File: config.mk
export PLATFORM = sky130hd
export DESIGN_NAME = datapath_register_file
export DESIGN_NICKNAME = d
export VERILOG_FILES = /design/src/rtl/datapath_register_file.sv
export SDC_FILE = /design/constraint.sdc
export NUM_CORES = 2
export LEC_CHECK = 0
export ABC_AREA = 1
export CAP_MARGIN = 10
export CORE_MARGIN = 10
export CORE_UTILIZATION = 40
export CTS_BUF_LIST = sky130_fd_sc_hd__clkbuf_8
export CTS_CLUSTER_DIAMETER = 200
export CTS_CLUSTER_SIZE = 28
export DETAILED_ROUTE_END_ITERATION = 16
export PLACE_DENSITY = 0.55
export SYNTH_ARGS = -nofsm -noshare
export SYNTH_HDL_FRONTEND = slang
export SYNTH_SLANG_ARGS = --single-unit
File: constraint.sdc
create_clock -name CLK -period 5.3 [get_ports CLK]
set_input_delay 0.53 -clock CLK [delete_from_list [all_inputs] [get_ports CLK]]
set_output_delay 0.53 -clock CLK [all_outputs]
set_load 0.03 [all_outputs]
File: src/rtl/datapath_register_file.sv
// datapath_register_file
// General-purpose register file and status-flag register feeding the
// function unit's ABus/BBus operands. One synchronous write port, two
// combinational read ports, one 4-bit {V,C,N,Z} flag register.
// R0 is hardwired to zero: writes to it are dropped, reads return 0.
//
// Optional feature, selected by the REGFILE_BYPASS_EN macro:
//   defined     - write-through forwarding: a pending write (RW=1, DA!=0)
//                 to the address being read appears on that bus before
//                 the clock edge.
//   not defined - no forwarding; buses always show the stored contents.
//
// There is no handshake on any port: every input is sampled on each
// rising CLK edge, and the read buses are purely combinational.

module datapath_register_file #(
    parameter int DATA_W = 32,
    parameter int ADDR_W = 5
) (
    input  logic              CLK,
    input  logic              RESET_N,
    input  logic [ADDR_W-1:0] AA,
    input  logic [ADDR_W-1:0] BA,
    input  logic [ADDR_W-1:0] DA,
    input  logic              RW,
    input  logic [DATA_W-1:0] DData,
    input  logic              FlagLd,
    input  logic              V,
    input  logic              C,
    input  logic              N,
    input  logic              Z,
    output logic [DATA_W-1:0] ABus,
    output logic [DATA_W-1:0] BBus,
    output logic [3:0]        Status
);

    localparam int NREG = 1 << ADDR_W;

    // Storage for R1..R(NREG-1). R0 has no storage; the read mux
    // returns zero for address 0 by default.
    logic [DATA_W-1:0] regs [1:NREG-1];

    // Stored (un-forwarded) read values for each port.
    logic [DATA_W-1:0] a_raw;
    logic [DATA_W-1:0] b_raw;

    // A write is only meaningful for a nonzero destination.
    logic wr_valid;
    assign wr_valid = RW && (DA != '0);

    // One register per nonzero address; each clears asynchronously and
    // loads DData when it is the selected destination.
    for (genvar i = 1; i < NREG; i++) begin : g_reg
        logic sel;
        assign sel = wr_valid && (DA == ADDR_W'(i));

        // Register i: async clear, synchronous load on its own select.
        always_ff @(posedge CLK or negedge RESET_N) begin
            if (!RESET_N) begin
                regs[i] <= '0;
            end else if (sel) begin
                regs[i] <= DData;
            end
        end
    end

    // Read muxes: scan the array; address 0 matches nothing and falls
    // through to the zero default, which implements the hardwired R0.
    always_comb begin
        a_raw = '0;
        b_raw = '0;
        for (int i = 1; i < NREG; i++) begin
            if (AA == ADDR_W'(i)) a_raw = regs[i];
            if (BA == ADDR_W'(i)) b_raw = regs[i];
        end
    end

`ifdef REGFILE_BYPASS_EN
    // Forwarding selects. wr_valid already excludes DA=0, so R0 never
    // forwards. Reset gates forwarding so both buses read zero while
    // RESET_N is held low, even if RW happens to be asserted.
    logic fwd_a;
    logic fwd_b;
    assign fwd_a = RESET_N && wr_valid && (DA == AA);
    assign fwd_b = RESET_N && wr_valid && (DA == BA);

    // Bus drive: forwarded write data when the read hits the pending write.
    always_comb begin
        ABus = fwd_a ? DData : a_raw;
        BBus = fwd_b ? DData : b_raw;
    end
`else
    // Bus drive: stored contents only; a same-cycle write shows after the edge.
    always_comb begin
        ABus = a_raw;
        BBus = b_raw;
    end
`endif

    // Status register: latches {V,C,N,Z} on FlagLd, independent of RW.
    always_ff @(posedge CLK or negedge RESET_N) begin
        if (!RESET_N) begin
            Status <= 4'b0000;
        end else if (FlagLd) begin
            Status <= {V, C, N, Z};
        end
    end

endmodule

==> implementation parameters <==
Parameter                              Value

Run status
  Status ... completed

Placed design
  Count of buffers from port buffering ... 122
  Final weighted congestion of routability-driven global placement ... 0.950
  Detail Placement HPWL ... 142000 um

Pwr
  Leakage component of the power ... 25.3 nW
  Power density of the placed cells ... 303 nW/um2
  Switch share ... 35.1%
  Sw Pwr ... 5.97 mW
  Seq pwr share ... 59.9%
  Part of the power in the clock network ... 18.8%
  Internal Dissipation ... 11.0 mW
  Max rail drop VDD ... 0.176 mV
  Comb pwr share ... 21.3%

Yosys
  Mean instance size in the synthesized netlist ... 7.18 um2
  Area of the mapped netlist ... 51400 um2
  Library cells used by synthesis ... 33
  Cell with the most instances after synthesis ... nand2_1
  Share of synthesized registers carrying an async set or reset ... 100%
  Top post-synthesis cells by count ... nand2_1 (2588), o21ai_0 (1011), dfrtp_1 (996), nor2_1 (730), nand4_1 (519)
  Share of Yosys cell area claimed by the top area cell type ... 48.5%
  Gate count of the mapped netlist ... 7165
  Most frequently used flop master after synthesis ... dfrtp_1
  Library cell with the largest summed area after synthesis ... dfrtp_1
  Fraction of the yosys area taken by sequential cells ... 48.5%
  Top cells by area, synth ... dfrtp_1 (48%), nand2_1 (19%), o21ai_0 (9.8%)
  Post-synth EDFFs ... 0
  FF+latch count, synth ... 996
  Synthesis warning total ... 0
  Synth Net Count ... 7220

Detailed routing
  Total iterations of the first detailed-routing run ... 6
  Count of nets left with antenna violations after detail routing ... 0
  Total Routed Length ... 205000 um
  Mean number of vias per cell ... 5.53
  Drc violations ... 0
  Routed wire per std cell ... 23.4 um
  Routed via count ... 48448
  First DRT Iteration DRCs ... 6175

Floorplanning
  Row count ... 131
  Die Outline Area ... 143000 um2
  Starting density of the core ... 40.3%
  Count of pins on the block boundary ... 123
  X dimension of the die ... 379 um
  Floorplan Core Area ... 128000 um2
  DIE HEIGHT ... 379 um

Finish
  Layout fillers ... 13115
  Reg area ... 24900 um2
  Area growth from synthesis to final layout ... 8.97%
  Fraction of layout instances using a drive strength above 1 ... 7.39%
  Fraction of the core area covered by cells at the end of the flow ... 43.9%
  Final nets ... 7145
  Footprint of the multi-input gates ... 22800 um2

Worst setup path
  CP arrival ... 4.62 ns
  Worst R2R End ... regs[637]
  Internal reg-to-reg setup slack ... 4.46 ns
  Worst setup EP type ... output port
  Startpoint class of the critical path ... input pin
  Reg-to-reg critical path startpoint ... regs[637]
  Largest fanout on the critical path ... 52
  Critical setup path kind ... in -> out
  Worst Reg-to-Reg Cells ... 2
  Data required time of the critical path ... 4.77 ns

Clocking
  TritonCTS clock tree ... yes
  Count of H-tree levels built during CTS ... 2
  Total clock buffers created by CTS ... 41
  Latest clock arrival within the worst-skew pair ... 0.79 ns
  Maximum buffer depth of the clock tree ... 3
  Clock sink count ... 996
  Clock edge transition at the registers on the reported setup and hold paths ... 0.16 ns
  Count of buffers added by post-CTS timing repair for setup ... 0
  Clock tree root driver cell ... clkbuf_8

STA
  Headroom to the max-slew limit ... 17.6%
  Highest Clock Rate ... 0.194 GHz
  RSZ-0062 raised after global routing ... false
  Endpoints failing hold ... 0
  Slew of the pin with the lowest slew margin ... 1.23 ns
  Max Clock Skew ... 0 ns
  Min cycle time layout ... 5.15 ns
  Fraction of the cycle the final worst path needs ... 97.3%
  Max-slew violation count ... 0
  Setup TNS after final layout ... 0 ns
  # setup viols final ... 0

Global route
  Pin count of the biggest net entering global routing ... 146
  Overall routing resource usage ... 28.0%
  Aggregate global routing overflow ... 0
  Antenna violations before repair ... 10
  Vias in the first global route ... 44729
  Global-route wire length before repair ... 304000 um

Worst hold path
  Type of the tightest min-delay check ... in -> async

Job
  Maximum capacitance violations ... 0
## metal layers
metal | wire, um | part of all wire [%] | global-route usage [%] | vias up
met4 | 8470 | 4.1 | 10.6 | 6
met1 | 88100 | 43 | 38.4 | 23461
li1 | - | - | - | 22759
met2 | 94100 | 46 | 45.2 | 1882
met5 | 39 | 0.019 | 0 | -
met3 | 14000 | 6.8 | 3.43 | 340
## cell families (layout without fill, tap and decap cells)
logic type / after synthesis / after routing / synth area share (%)
multiplexers: 4 / 4 / 0.0876
flip-flops: 996 / 996 / 48.5
AO/OA/AOI/OAI: 1113 / 1113 / 10.9
AND/OR/NAND/NOR: 4054 / 4054 / 32.9
other: 0 / 6 / 0
buffers and inverters: 998 / 924 / 7.57
## worst max-delay path by stage
stage / cells after the start / from / slack, ns / endpoint
after floorplan: 21 / AA[1] / 2.28 / ABus[21]
after global placement: 23 / AA[4] / 0.26 / ABus[14]
after detailed placement: 19 / BA[4] / 0.26 / BBus[24]
after CTS: 26 / AA[1] / 0.24 / ABus[31]
after global routing: 22 / BA[3] / 0.03 / BBus[0]
final: 21 / BA[2] / 0.15 / BBus[5]
## what timing repair did
action | CTS | global route
setup endpoints to repair | 0 | 2
hold buffers | 1 | 0
endpoints found under the hold margin | 67 | 0
resized for setup | 0 | 5
## per-stage QoR
step / instance area (um2) / worst slack [ns] / total power [mW] / hold WS, ns / std cells
after CTS: 56000 / 0.237 / 17.0 / 0.254 / 8753
after floorplan: 51400 / 2.28 / 12.0 / 0.234 / 7165
after detailed placement: 55400 / 0.265 / 13.9 / 0.473 / 8708
after global routing: 56000 / 0.0302 / 17.9 / 0.303 / 8756
final: 56000 / 0.145 / 17.0 / 0.284 / 8759
after global placement: 55400 / 0.261 / 13.8 / 0.466 / 8708
## state kept, by name, summed over array words and instances, names as in the netlist
register / cells
Status: 4
regs: 992
## layout by cell type (no fill, tap or decap), types with 7 or more instances in the layout
cell type and n:
buf_12 61, nand3_1 104, nand4_1 519, a21oi_1 82, clkbuf_8 41, nand2_2 32
o21ai_0 1011, inv_1 469, o2111ai_1 9, buf_4 256, nor3_2 7, nor2_1 710
dfrtp_1 996, inv_2 27, nor2_2 30, clkdlybuf4s50_1 55, nor3_1 16, nand2_1 2558
or2_0 11, or2_2 51
## layout make-up
class / instances / area share (%)
Tap cell: 1662 / 3.71
Timing Repair Buffer: 376 / 6.68
Sequential cell: 996 / 44.5
Clock inverter: 3 / 0.0558
Clock buffer: 41 / 1.01
Inverter: 504 / 3.39
Multi-Input combinational cell: 5171 / 40.6
Antenna cell: 6 / 0.0268
## power by group through the flow
stage,clock (mW),combinational (mW),sequential [mW]
final,3.20,3.62,10.2
after floorplan,0,2.10,9.94
after global placement,0,3.56,10.2
after CTS,3.29,3.64,10.1
after detailed placement,0,3.63,10.3
after global routing,3.51,4.07,10.3
## critical path, cell delays in order
cell and delay (ns):
clkdlybuf4s50_1 0.65, nor2_4 0.13, buf_12 0.19, buf_4 0.21
nand4_1 0.09, nand3_1 0.17, nor2_1 0.22, nand4_1 0.15
nor2_1 0.13, nand4_1 0.20, nor2_1 0.16, nand4_1 0.23
nor2_1 0.19, nand4_1 0.20, nor2_1 0.19, nand4_1 0.14
nor2_1 0.18, nand4_1 0.13, nor2_1 0.13, nand4_1 0.16
buf_12 0.19
Power figures use the tool's default switching activity.
